[src/rtl/arc4_pkg.sv]
// rtl/arc4_pkg.sv - shared types and constants for the ARC4 init, KSA and PRGA stages
package arc4_pkg;

  typedef logic [7:0] byte_t;

  typedef enum logic [3:0] {
    IDLE,
    LEN_RD,
    LEN_WR,
    RD_SI,
    RD_SJ,
    WR_SI,
    WR_SJ,
    RD_PAD,
    WR_PT
  } prga_state_t;

  localparam int PRGA_CYC_PER_BYTE = 6;

endpackage

[src/rtl/arc4_prga.sv]
// rtl/arc4_prga.sv - ARC4 keystream generation and decrypt of a length-prefixed message
module arc4_prga
  import arc4_pkg::*;
#(
  parameter int MSG_AW = 8
) (
  input  logic              clk,
  input  logic              rst,
  input  logic              en,
  output logic              rdy,
  output logic [7:0]        s_addr,
  input  logic [7:0]        s_rddata,
  output logic [7:0]        s_wrdata,
  output logic              s_wren,
  output logic [MSG_AW-1:0] ct_addr,
  input  logic [7:0]        ct_rddata,
  output logic [MSG_AW-1:0] pt_addr,
  output logic [7:0]        pt_wrdata,
  output logic              pt_wren
);

  prga_state_t state_q, state_d;

  byte_t i_q, i_d;
  byte_t j_q, j_d;
  byte_t k_q, k_d;
  byte_t len_q, len_d;
  byte_t si_q, si_d;
  byte_t sj_q, sj_d;
  byte_t ct_byte_q, ct_byte_d;

  // New j is needed both as a register update and as the read address in RD_SJ.
  byte_t jn;
  byte_t pad_addr;

  assign jn       = j_q + s_rddata;
  assign pad_addr = si_q + sj_q;

  // State register
  always_ff @(posedge clk) begin
    if (rst) begin
      state_q <= IDLE;
    end else begin
      state_q <= state_d;
    end
  end

  // Datapath registers
  always_ff @(posedge clk) begin
    if (rst) begin
      i_q       <= '0;
      j_q       <= '0;
      k_q       <= '0;
      len_q     <= '0;
      si_q      <= '0;
      sj_q      <= '0;
      ct_byte_q <= '0;
    end else begin
      i_q       <= i_d;
      j_q       <= j_d;
      k_q       <= k_d;
      len_q     <= len_d;
      si_q      <= si_d;
      sj_q      <= sj_d;
      ct_byte_q <= ct_byte_d;
    end
  end

  // Next-state sequencing: one state per cycle, six cycles per message byte
  always_comb begin
    state_d = state_q;
    unique case (state_q)
      IDLE:    if (en) state_d = LEN_RD;
      LEN_RD:  state_d = LEN_WR;
      LEN_WR:  state_d = (ct_rddata == 8'd0) ? IDLE : RD_SI;
      RD_SI:   state_d = RD_SJ;
      RD_SJ:   state_d = WR_SI;
      WR_SI:   state_d = WR_SJ;
      WR_SJ:   state_d = RD_PAD;
      RD_PAD:  state_d = WR_PT;
      WR_PT:   state_d = (k_q == len_q) ? IDLE : RD_SI;
      default: state_d = IDLE;
    endcase
  end

  // Datapath updates: capture S[i], S[j] and the ciphertext byte, advance indices
  always_comb begin
    i_d       = i_q;
    j_d       = j_q;
    k_d       = k_q;
    len_d     = len_q;
    si_d      = si_q;
    sj_d      = sj_q;
    ct_byte_d = ct_byte_q;
    unique case (state_q)
      IDLE: begin
        if (en) begin
          i_d = 8'd1;
          j_d = 8'd0;
          k_d = 8'd1;
        end
      end
      LEN_WR: len_d = ct_rddata;
      RD_SJ: begin
        si_d = s_rddata;
        j_d  = jn;
      end
      WR_SI: begin
        sj_d      = s_rddata;
        ct_byte_d = ct_rddata;
      end
      WR_PT: begin
        if (k_q != len_q) begin
          k_d = k_q + 8'd1;
          i_d = i_q + 8'd1;
        end
      end
      default: ;
    endcase
  end

  // Memory-side outputs decoded from the registered state
  always_comb begin
    rdy       = 1'b0;
    s_addr    = '0;
    s_wrdata  = '0;
    s_wren    = 1'b0;
    ct_addr   = '0;
    pt_addr   = '0;
    pt_wrdata = '0;
    pt_wren   = 1'b0;
    unique case (state_q)
      IDLE:   rdy = 1'b1;
      LEN_RD: ct_addr = '0;
      LEN_WR: begin
        pt_addr   = '0;
        pt_wrdata = ct_rddata;
        pt_wren   = 1'b1;
      end
      RD_SI:  s_addr = i_q;
      RD_SJ: begin
        s_addr  = jn;
        ct_addr = MSG_AW'(k_q);
      end
      // S[j] read last cycle lands in S[i]; S[i] was captured in si_q.
      WR_SI: begin
        s_addr   = i_q;
        s_wrdata = s_rddata;
        s_wren   = 1'b1;
      end
      WR_SJ: begin
        s_addr   = j_q;
        s_wrdata = si_q;
        s_wren   = 1'b1;
      end
      RD_PAD: s_addr = pad_addr;
      WR_PT: begin
        pt_addr   = MSG_AW'(k_q);
        pt_wrdata = s_rddata ^ ct_byte_q;
        pt_wren   = 1'b1;
      end
      default: ;
    endcase
  end

endmodule

[config.mk]
export PLATFORM = sky130hd
export DESIGN_NAME = arc4_prga
export DESIGN_NICKNAME = d
export VERILOG_FILES = /design/src/rtl/arc4_pkg.sv /design/src/rtl/arc4_prga.sv
export SDC_FILE = /design/constraint.sdc
export NUM_CORES = 1
export LEC_CHECK = 0
export BUFFER_PORTS_ARGS = -buffer_cell sky130_fd_sc_hd__buf_2
export CAP_MARGIN = 10
export CORE_ASPECT_RATIO = 0.75
export CORE_MARGIN = 3
export CORE_UTILIZATION = 50
export DETAILED_ROUTE_END_ITERATION = 6
export PLACE_DENSITY = 0.72
export SLEW_MARGIN = 20
export SYNTH_ARGS = -nofsm -noshare
export SYNTH_HDL_FRONTEND = slang
export SYNTH_SLANG_ARGS = --single-unit
[constraint.sdc]
create_clock -name clk -period 2.2 [get_ports clk]
set_input_delay 0.11 -clock clk [delete_from_list [all_inputs] [get_ports clk]]
set_output_delay 0.11 -clock clk [all_outputs]
set_load 0.02 [all_outputs]
==> out/metrics.yaml, run 1 <==
route:
  drt-wirelength-per-cell_um: 17.3
  totalWireLength_um: 11600
  ant_nets: 0
  dr.pass1.iters: 5
  vias: 3972
  drtIter0Drc: 268
  post-route-drc-count: 0
  routed_via_density: 5.93
timing:
  finalSetupViolCount: 5
  fin_tns_setup_ns: -0.688
  slew_violations: 0
  rsz0062_at_grt: "yes"
  fmax_mhz: 416
  relSlewSlack_pct: 44.0
  hold_violations: 0
  holdWs_ns: 0.0213
  skew_ns: 0.00826
  period_needed_ns: 2.40
  worst_slew_pin_slew_ns: 0.837
  finalWorstSetupSlack_ns: -0.205
  fin_crit_sh_pct: 109
cts:
  cts-root-buf: "clkbuf_8"
  cts-buffers-inserted: 9
  cts.clk_slew.worst_paths_ns: 0.07
  cts_buffer_depth: 2
  clk_latency_ns: 0.35
  htreeDepth: 3
  tritoncts: "done"
  clock_sinks: 60
synth:
  ys.flop_type: "dfxtp_1"
  ys_warn_count: 0
  ys_ff_latch: 60
  synth_cell_types: 50
  yosysSeqAreaShare_pct: 32.6
  syn_area_per_cell_um2: 7.64
  synth-edff-count: 0
  async_reset_ff_share_pct: 0
  netlist_area_um2: 3690
  syn-instance-count: 483
  synth_fp_nets: 520
min_path:
  min_from: "ct_rddata[0]"
  hp-class: "primary input to flop"
  hold_path_depth: 3
cells_and_area:
  n_antenna_cell: 0
  area_growth_pct: 27.0
  multi_input_area_um2: 2510
  layout_commonest_cell: "nand2_1"
  drive_gt1_share_pct: 25.7
  final_cell_mix: "130 x nand2_1, 55 x buf_2, 54 x dfxtp_1, 52 x a21oi_1, 34 x buf_4"
  design_area_um2: 4680
  seq_area_um2: 1210
  fin_util_pct: 67.0
  final_cells: 670
  nets: 604
  nFillCells: 606
placed_design:
  pre_cts_ws_ns: -0.0798
  io_buffers: 61
  globalplace.congestion: 0.877
  placed_area_um2: 4230
  place_inst: 645
  detailed_place_hpwl_um: 8270
worst_setup_path:
  crit_type: "flop to primary output"
  worstReg2RegStart: "k_q[4]"
  startpoint: "si_q[1]"
  critPathLaunchType: "flop"
  r2r_cells: 5
  crit_family: "compound AO/OA/AOI/OAI gates"
  crit_path_cell_trace: "ha_4 > a21o_1 > a211o_1 > a2111oi_4 > o31ai_1 > a31o_2 > buf_6"
  end_kind: "primary output"
  path_buf_inv: 1
  cp_slowest_cell: "a211o_1"
  path_max_fanout: 2
  slowest_delay_ns: 0.36
  worstSetupPathDepth: 7
  required_ns: 2.09
  cp.arrival_ns: 2.29
floorplan:
  die_w_um: 105
  row_count: 26
  start_util_pct: 52.7
  core-area_um2: 6990
  top_level_ports: 62
  dieArea_um2: 8450
  die_h_um: 80.4
outcome:
  violations: "setup timing"
  run_status: "finished with violations"
global_routing:
  grt_first_pass_wirelength_um: 18700
  grt-ovfl-total: 0
  grt_max_degree: 25
  antenna_found_initial: 0
  first_global_vias: 3789
  grt.total_usage_pct: 27.9
power_and_ir_drop:
  ir_worst_vdd_v: 0.000398
  power.density_nw_per_um2: 557
  p_leak_nw: 1.94
  totalPowerFinal_mw: 2.61
job:
  maxCapViolCount: 0
==> routing by layer <==
layer	up-vias	global-route usage, %	part of all wire, %
met5	-	0	0
met4	0	6.68	1.6
met3	19	6.35	7.8
met2	174	44.6	44
met1	1900	38.4	47
li1	1879	-	-
==> tightest hold or removal path, delay by kind of cell <==
kind	cells	cell delay (ns)
AO/OA/AOI/OAI	1	0.05
AND/OR/NAND/NOR	1	0.05
buffers and inverters	1	0.11
==> registers in the layout, summed over array words and instances, names as in the netlist <==
register / flops
si_q: 8
ct_byte_q: 8
i_q: 8
k_q: 8
sj_q: 8
len_q: 8
state_q: 4
j_q: 8
==> worst paths after layout <==
kind / end / slack, ns
worst max-delay path: s_addr[7] / -0.20
worst min-delay path: ct_byte_q[0] / 0.02
worst min register to register: sj_q[5] / 0.46
worst max register to register: state_q[0] / 0.16
==> cell type report <==
cell class,instances,area share (%)
clock buffer,10,2.94
inverter,10,0.801
clock inverter,6,1.36
timing repair buffer,95,13.0
sequential,60,25.8
tap,98,2.62
multi-input combinational,391,53.5
==> what timing repair did <==
item                                    CTS  global route
pin swaps                                15            19
gates resized for setup                  32            17
endpoints found under the setup margin    8            18
setup buffers                             3             6
hold buffers                              0             0
==> Yosys cell counts (5+ instances only) <==
cell type	instances	share of area, %
nand3_1	13	1.8
o2111ai_1	5	1.2
ha_1	16	5.4
nor3_1	11	1.5
inv_1	10	1.0
mux2i_1	5	1.4
xnor2_1	23	5.5
nand2_1	131	13
a21oi_1	56	7.6
a2111o_1	9	2.7
buf_2	9	1.2
dfxtp_1	60	33
nor2_1	16	1.6
clkbuf_1	13	1.3
o21ai_0	16	2.2
a211oi_1	5	1.0
and2_1	17	2.9
==> logic make-up after synthesis <==
logic type,after synthesis,synth area share [%]
AO/OA/AOI/OAI,118,21.2
XOR/XNOR,27,6.41
adder cells (fa/ha/maj),18,6.51
buffers and inverters,32,3.56
flip-flops,60,32.6
multiplexers,5,1.36
AND/OR/NAND/NOR,223,28.4
==> power by group <==
group | switching (mW) | total, mW | leakage, nW | internal, mW
clock | 0.469 | 1.02 | 0.0983 | 0.551
combinational | 0.286 | 0.443 | 1.35 | 0.157
sequential | 0.0335 | 1.15 | 0.487 | 1.11
total | 0.789 | 2.61 | 1.94 | 1.82
Note: power is estimated with default switching activity, not from simulation.
==> inputs of run 2 (changes only) <==
- ABC_AREA: default -> 1
==> out/metrics.yaml, run 2 <==
synth:
  synth-edff-count: 0  # unchanged
  syn_area_per_cell_um2: 6.88  # -9.9%
  synth_cell_types: 44  # -12%
  ys_warn_count: 0  # unchanged
  synth_top_area_share_pct: 31.3  # -1.3 points
  yosysSeqAreaShare_pct: 31.3  # -1.3 points
  syn-instance-count: 558  # +16%
  yosys-top-cells-count: "139 x nand2_1, 75 x nor2_1, 60 x dfxtp_1"
  synth_fp_nets: 595  # +14%
  synth_area_leaders: "dfxtp_1 31%, nand2_1 14%, nor2_1 7.3%"
  netlist_area_um2: 3840  # +4.1%
  ys_ff_latch: 60  # unchanged
  async_reset_ff_share_pct: 0  # unchanged
  synth.most_common_cell: "nand2_1"
  synth.largest_area_cell: "dfxtp_1"
  ys.flop_type: "dfxtp_1"
power_and_ir_drop:
  power.density_nw_per_um2: 779  # +40%
  comb_power_share_pct: 33.7  # +17 points
  seqPwrFrac_pct: 37.1  # -6.9 points
  totalPowerFinal_mw: 3.46  # +33%
  ir_worst_vdd_v: 0.000463  # +16%
  internal-power_mw: 2.10  # +15%
  switchingPower_mw: 1.36  # +72%
  p_leak_nw: 2.02  # +4.2%
  swShare_pct: 39.2  # +9.0 points
  clkPwrFrac_pct: 29.2  # -9.9 points
timing:
  finalWorstSetupSlack_ns: 0.0680  # +0.273 ns
  hold_violations: 0  # unchanged
  fmax_mhz: 469  # +13%
  period_needed_ns: 2.13  # -0.273 ns
  relSlewSlack_pct: 57.2  # +13 points
  skew_ns: 0.0100  # +0.00179 ns
  fin_tns_setup_ns: 0  # +0.688 ns
  fin_crit_sh_pct: 96.9  # -12 points
  rsz0062_at_grt: "yes"
  finalSetupViolCount: 0  # -5
  worst_slew_pin_slew_ns: 0.642  # -0.195 ns
  holdWs_ns: 0.0262  # +0.00492 ns
  slew_violations: 0  # unchanged
worst_setup_path:
  r2r_cells: 10  # +5
  path_max_fanout: 3  # +1
  cp.arrival_ns: 2.02  # -0.27 ns
  path_buf_inv: 1  # unchanged
  ff2ff_setup_slack_ns: 0.45  # +0.29 ns
  worstReg2RegStart: "state_q[0]"
  crit_path_cell_trace: "ha_2 > fa_2 > nand4_1 > nand3_1 > or2_2 > nand3_2 > nand3_2 > buf_6"
  worstReg2RegEnd: "k_q[0]"
  slowest_delay_ns: 0.38  # +0.02 ns
  crit_type: "flop to primary output"
  cp_common_cell: "nand3_2"
  cp_slowest_cell: "fa_2"
  crit_family: "simple AND/OR/NAND/NOR gates"
  required_ns: 2.09  # about the same
  critPathLaunchType: "flop"
  end_kind: "primary output"
min_path:
  hold_path_depth: 3  # unchanged
  min_from: "ct_rddata[3]"
  holdPathEnd: "ct_byte_q[3]"
  hp-class: "primary input to flop"
route:
  post-route-drc-count: 0  # unchanged
  vias: 3902  # -1.8%
  ant_nets: 0  # unchanged
  totalWireLength_um: 10700  # -7.5%
  drt-wirelength-per-cell_um: 14.8  # -14%
  dr.pass1.iters: 5  # unchanged
  drtIter0Drc: 276  # +3.0%
  routed_via_density: 5.40  # -9.0%
global_routing:
  antenna_found_initial: 0  # unchanged
  grt-ovfl-total: 0  # unchanged
  grt_max_degree: 42  # +68%
  grt_first_pass_wirelength_um: 17100  # -8.5%
  first_global_vias: 3471  # -8.4%
  grt.total_usage_pct: 24.9  # -3.0 points
cts:
  cts-root-buf: "clkbuf_8"
  clk_latency_ns: 0.35  # about the same
  cts-buffers-inserted: 9  # unchanged
  ctsHoldBuffers: 0  # unchanged
  cts.clk_slew.worst_paths_ns: 0.07  # about the same
  cts_buffer_depth: 2  # unchanged
  htreeDepth: 3  # unchanged
  tritoncts: "done"
  clock_sinks: 60  # unchanged
placed_design:
  globalplace.congestion: 0.897  # +2.2%
  io_buffers: 61  # unchanged
  pre_cts_ws_ns: 0.288  # +0.368 ns
  place_inst: 706  # +9.5%
  detailed_place_hpwl_um: 7680  # -7.2%
outcome:
  run_status: "completed"
floorplan:
  core-area_um2: 7400  # +5.8%
  start_util_pct: 51.9  # -0.85 points
  die_w_um: 107  # +1.9%
  row_count: 27  # +3.8%
  top_level_ports: 62  # unchanged
  die_h_um: 81.9  # +1.9%
  dieArea_um2: 8780  # +3.8%
cells_and_area:
  multi_input_area_um2: 2370  # -5.4%
  drive_gt1_share_pct: 20.6  # -5.1 points
  n_antenna_cell: 0  # unchanged
  final_cells: 723  # +7.9%
  area_growth_pct: 15.7
  seq_area_um2: 1200  # -0.41%
  nets: 654  # +8.3%
  nFillCells: 711  # +17%
  final_cell_mix: "138 x nand2_1, 75 x nor2_1, 59 x buf_2, 58 x dfxtp_1, 51 x a21oi_1"
  layout_commonest_cell: "nand2_1"
job:
  maxCapViolCount: 0  # unchanged
[run 2: cell types whose count changed in the layout (fill, tap and decap cells not counted), sizes merged, moves of 8 or more]
cell,previous run,this run
nor2,16,81
nand4,3,13
nand2,131,149
buf,95,67
xnor2,23,15
o21ai,16,29
and2,19,0
nand3,13,41
inv,10,47
a2111o,9,0
[run 2: area by class of cell]
type                       count  area share (%)
clock buffer                  12            3.27
clock inverter                 4            1.10
inverter                      48            4.28
multi-input combinational    431            53.3
sequential                    60            27.1
tap                          101            2.84
timing repair buffer          67            8.08
[run 2: how the worst max path moves through the flow]
stage / slack [ns] / start / cells past startpoint / end
3_3_place_gp: 0.34 / j_q[0] / 10 / s_addr[4]
6_report: 0.07 / si_q[0] / 8 / s_addr[6]
3_5_place_dp: 0.29 / j_q[0] / 10 / s_addr[4]
2_1_floorplan: 0.46 / si_q[0] / 7 / s_addr[4]
4_1_cts: 0.005 / j_q[0] / 10 / s_addr[4]
5_1_grt: -0.04 / j_q[0] / 10 / s_addr[4]
[run 2: logic make-up after synthesis]
family                     synth area share [%]
and+or+nand+nor                            36.0
AOI/OAI and AO/OA                          13.5
buffers and inverters                      7.92
DFF                                        31.3
xor gates and xnor gates                   4.99
adders and majority gates                  6.26
[run 2: what timing repair did]
item / CTS / global route
endpoints found under the setup margin: 2 / 3
cloned: 0 / 0
pin swaps: 1 / 4
buffers inserted: 0 / 1
resized for setup: 8 / 10
hold endpoints to repair: 0 / 0
[run 2: tightest hold or removal path, delay by kind of cell]
family        cells  cell delay, ns
buf+inv           1            0.09
simple gates      2            0.12
[run 2: power groups by stage]
stage                     logic (mW)  clock network (mW)  registers (mW)
final                           1.17                1.01            1.28
after global routing            1.28                1.08            1.29
after CTS                       1.16                1.03            1.28
after detailed placement        1.15                   0            1.30
after global placement          1.13                   0            1.30
after floorplan                0.892                   0            1.28
[run 2: layer usage]
layer  global-route usage (%)  vias to the layer above  share of wire, %
met1                     35.9                     1773                48
met3                     5.42                       18               8.6
met2                     37.1                      166                42
met4                     7.79                        0               1.5
met5                        0                        -                 0
li1                         -                     1945                 -
[run 2: per-stage QoR]
step	util, %	instance area, um^2
finish	60.1	4440
global route	60.1	4440
CTS	59.6	4410
detailed placement	56.7	4190
global placement	56.7	4190
floorplan	-	3840
==> inputs of run 3 (changes only) <==
- ABC_AREA: 1 -> default
- CELL_PAD_IN_SITES_DETAIL_PLACEMENT: default -> 1
- CELL_PAD_IN_SITES_GLOBAL_PLACEMENT: default -> 1
- CORE_UTILIZATION: 50 -> 41
- GPL_TIMING_DRIVEN: default -> 0
- PLACE_DENSITY: 0.72 -> default
- PLACE_DENSITY_LB_ADDON: default -> 0.1
==> out/metrics.yaml, run 3 (synthesized netlist as in run 1, its figures left out) <==
cts:
  cts-root-buf: "clkbuf_16"
  ctsHoldBuffers: 0  # unchanged
  htreeDepth: 3  # unchanged
  clk_latency_ns: 0.34  # about the same
  tritoncts: "done"
  cts.clk_slew.worst_paths_ns: 0.06  # about the same
  clock_sinks: 60  # unchanged
  cts_buffer_depth: 2  # unchanged
  cts-buffers-inserted: 9  # unchanged
worst_setup_path:
  crit_type: "flop to primary output"
  cp.arrival_ns: 2.31  # +0.29 ns
  path_max_fanout: 2  # -1
  end_kind: "primary output"
  critPathLaunchType: "flop"
  required_ns: 2.09  # about the same
timing:
  finalSetupViolCount: 4  # +4
  holdWs_ns: 0.0488  # +0.0226 ns
  skew_ns: 0.00807  # -0.00198 ns
  finalWorstSetupSlack_ns: -0.216  # -0.284 ns
  hold_violations: 0  # unchanged
  worst_slew_pin_slew_ns: 0.776  # +0.134 ns
  slew_violations: 0  # unchanged
  rsz0062_at_grt: "yes"
  relSlewSlack_pct: 48.1  # -9.1 points
  fin_tns_setup_ns: -0.699  # -0.699 ns
  period_needed_ns: 2.42  # +0.284 ns
  fin_crit_sh_pct: 110  # +13 points
  fmax_mhz: 414  # -12%
cells_and_area:
  fin_util_pct: 56.7  # -3.3 points
  layout_commonest_cell: "nand2_1"
  area_growth_pct: 32.2
  final_cells: 682  # -5.7%
  n_antenna_cell: 0  # unchanged
  nets: 607  # -7.2%
  drive_gt1_share_pct: 26.8  # +6.3 points
  nFillCells: 1060  # +49%
  final_cell_mix: "130 x nand2_1, 62 x buf_2, 54 x a21oi_1, 50 x dfxtp_1"
power_and_ir_drop:
  power.density_nw_per_um2: 625  # -20%
  totalPowerFinal_mw: 3.05  # -12%
  p_leak_nw: 1.98  # -2.0%
  ir_worst_vdd_v: 0.000311  # -33%
global_routing:
  antenna_found_initial: 0  # unchanged
  grt_max_degree: 11  # -74%
  grt-ovfl-total: 0  # unchanged
  grt_first_pass_wirelength_um: 23100  # +35%
  first_global_vias: 4222  # +22%
  grt.total_usage_pct: 29.8  # +4.9 points
placed_design:
  detailed_place_hpwl_um: 10100  # +31%
  place_inst: 652  # -7.6%
  io_buffers: 61  # unchanged
  globalplace.congestion: 0.876  # -2.3%
route:
  vias: 4042  # +3.6%
  routed_via_density: 5.93  # +9.8%
  drt-wirelength-per-cell_um: 21.6  # +46%
  ant_nets: 0  # unchanged
  drtIter0Drc: 301  # +9.1%
  post-route-drc-count: 0  # unchanged
  dr.pass1.iters: 5  # unchanged
  totalWireLength_um: 14700  # +37%
job:
  maxCapViolCount: 0  # unchanged
floorplan:
  top_level_ports: 62  # unchanged
  core-area_um2: 8600  # +16%
  start_util_pct: 42.9  # -9.0 points
  row_count: 29  # +7.4%
  dieArea_um2: 10200  # +16%
  die_h_um: 88.1  # +7.6%
  die_w_um: 116  # +7.8%
min_path:
  hp-class: "primary input to flop"
outcome:
  violations: "setup timing"
  run_status: "finished with violations"
[run 3: cell types whose count changed in the layout (fill, tap and decap cells not counted), moves of 9 or more]
cell       delta
a2111o_1      +9
o21ai_0      -13
nand3_1      -26
nor2_1       -61
buf_4        +14
clkbuf_16     +9
nand4_1      -10
and2_1       +17
inv_1        -27
[run 3: final cells by class]
| class | instances | area [um^2] | share of cell area (%) |
|---|---|---|---|
| buffer | 21 | 126 | 2.59 |
| clock buffer | 11 | 243 | 4.98 |
| clock inverter | 4 | 50.0 | 1.03 |
| inverter | 10 | 37.5 | 0.770 |
| multi-input combinational | 391 | 2620 | 53.6 |
| sequential | 60 | 1220 | 25.0 |
| tap | 108 | 135 | 2.77 |
| timing repair buffer | 77 | 448 | 9.18 |
[run 3: worst paths after layout]
check / from / end / slack [ns] / depth (start not counted)
worst max-delay path: si_q[1] / s_addr[7] / -0.22 / 7
worst min-delay path: ct_rddata[1] / ct_byte_q[1] / 0.05 / 3
worst min register to register: len_q[4] / len_q[4] / 0.46 / 2
worst max register to register: k_q[2] / i_q[7] / 0.12 / 6
[run 3: metal layers]
layer	share of wire (%)	routed length, um	GRT usage (%)	vias up
met5	0	0	0	-
met4	1.9	277	8.85	0
met3	7.1	1050	6.70	22
met2	46	6830	47.3	166
met1	45	6590	40.7	1962
li1	-	-	-	1892
[run 3: where the power goes]
group / total (mW) / leakage, nW / switching, mW / internal [mW]
Clock: 1.42 / 0.138 / 0.521 / 0.899
Sequential: 1.15 / 0.490 / 0.0391 / 1.12
Combinational: 0.475 / 1.35 / 0.317 / 0.157
Total: 3.05 / 1.98 / 0.878 / 2.17
[run 3: timing repair]
action,4_1_cts,5_1_grt
buffers inserted,11,5
setup endpoints to repair,41,43
pin swaps,17,9
gates resized for setup,53,36
[run 3: critical path, stage by stage, from the launching register on]
cell and delay (ns):
dfxtp_4 0.36, ha_4 0.26, a21o_1 0.12, a211o_1 0.20, a2111oi_4 0.10, or4_1 0.52
a31o_2 0.28, buf_6 0.13
[run 3: through the flow]
step	worst slack [ns]	cell area [um^2]
after floorplan	0.0101	3690
after global placement	-0.130	4130
after detailed placement	-0.202	4130
after CTS	-0.220	4710
after global routing	-0.299	4880
final	-0.216	4880
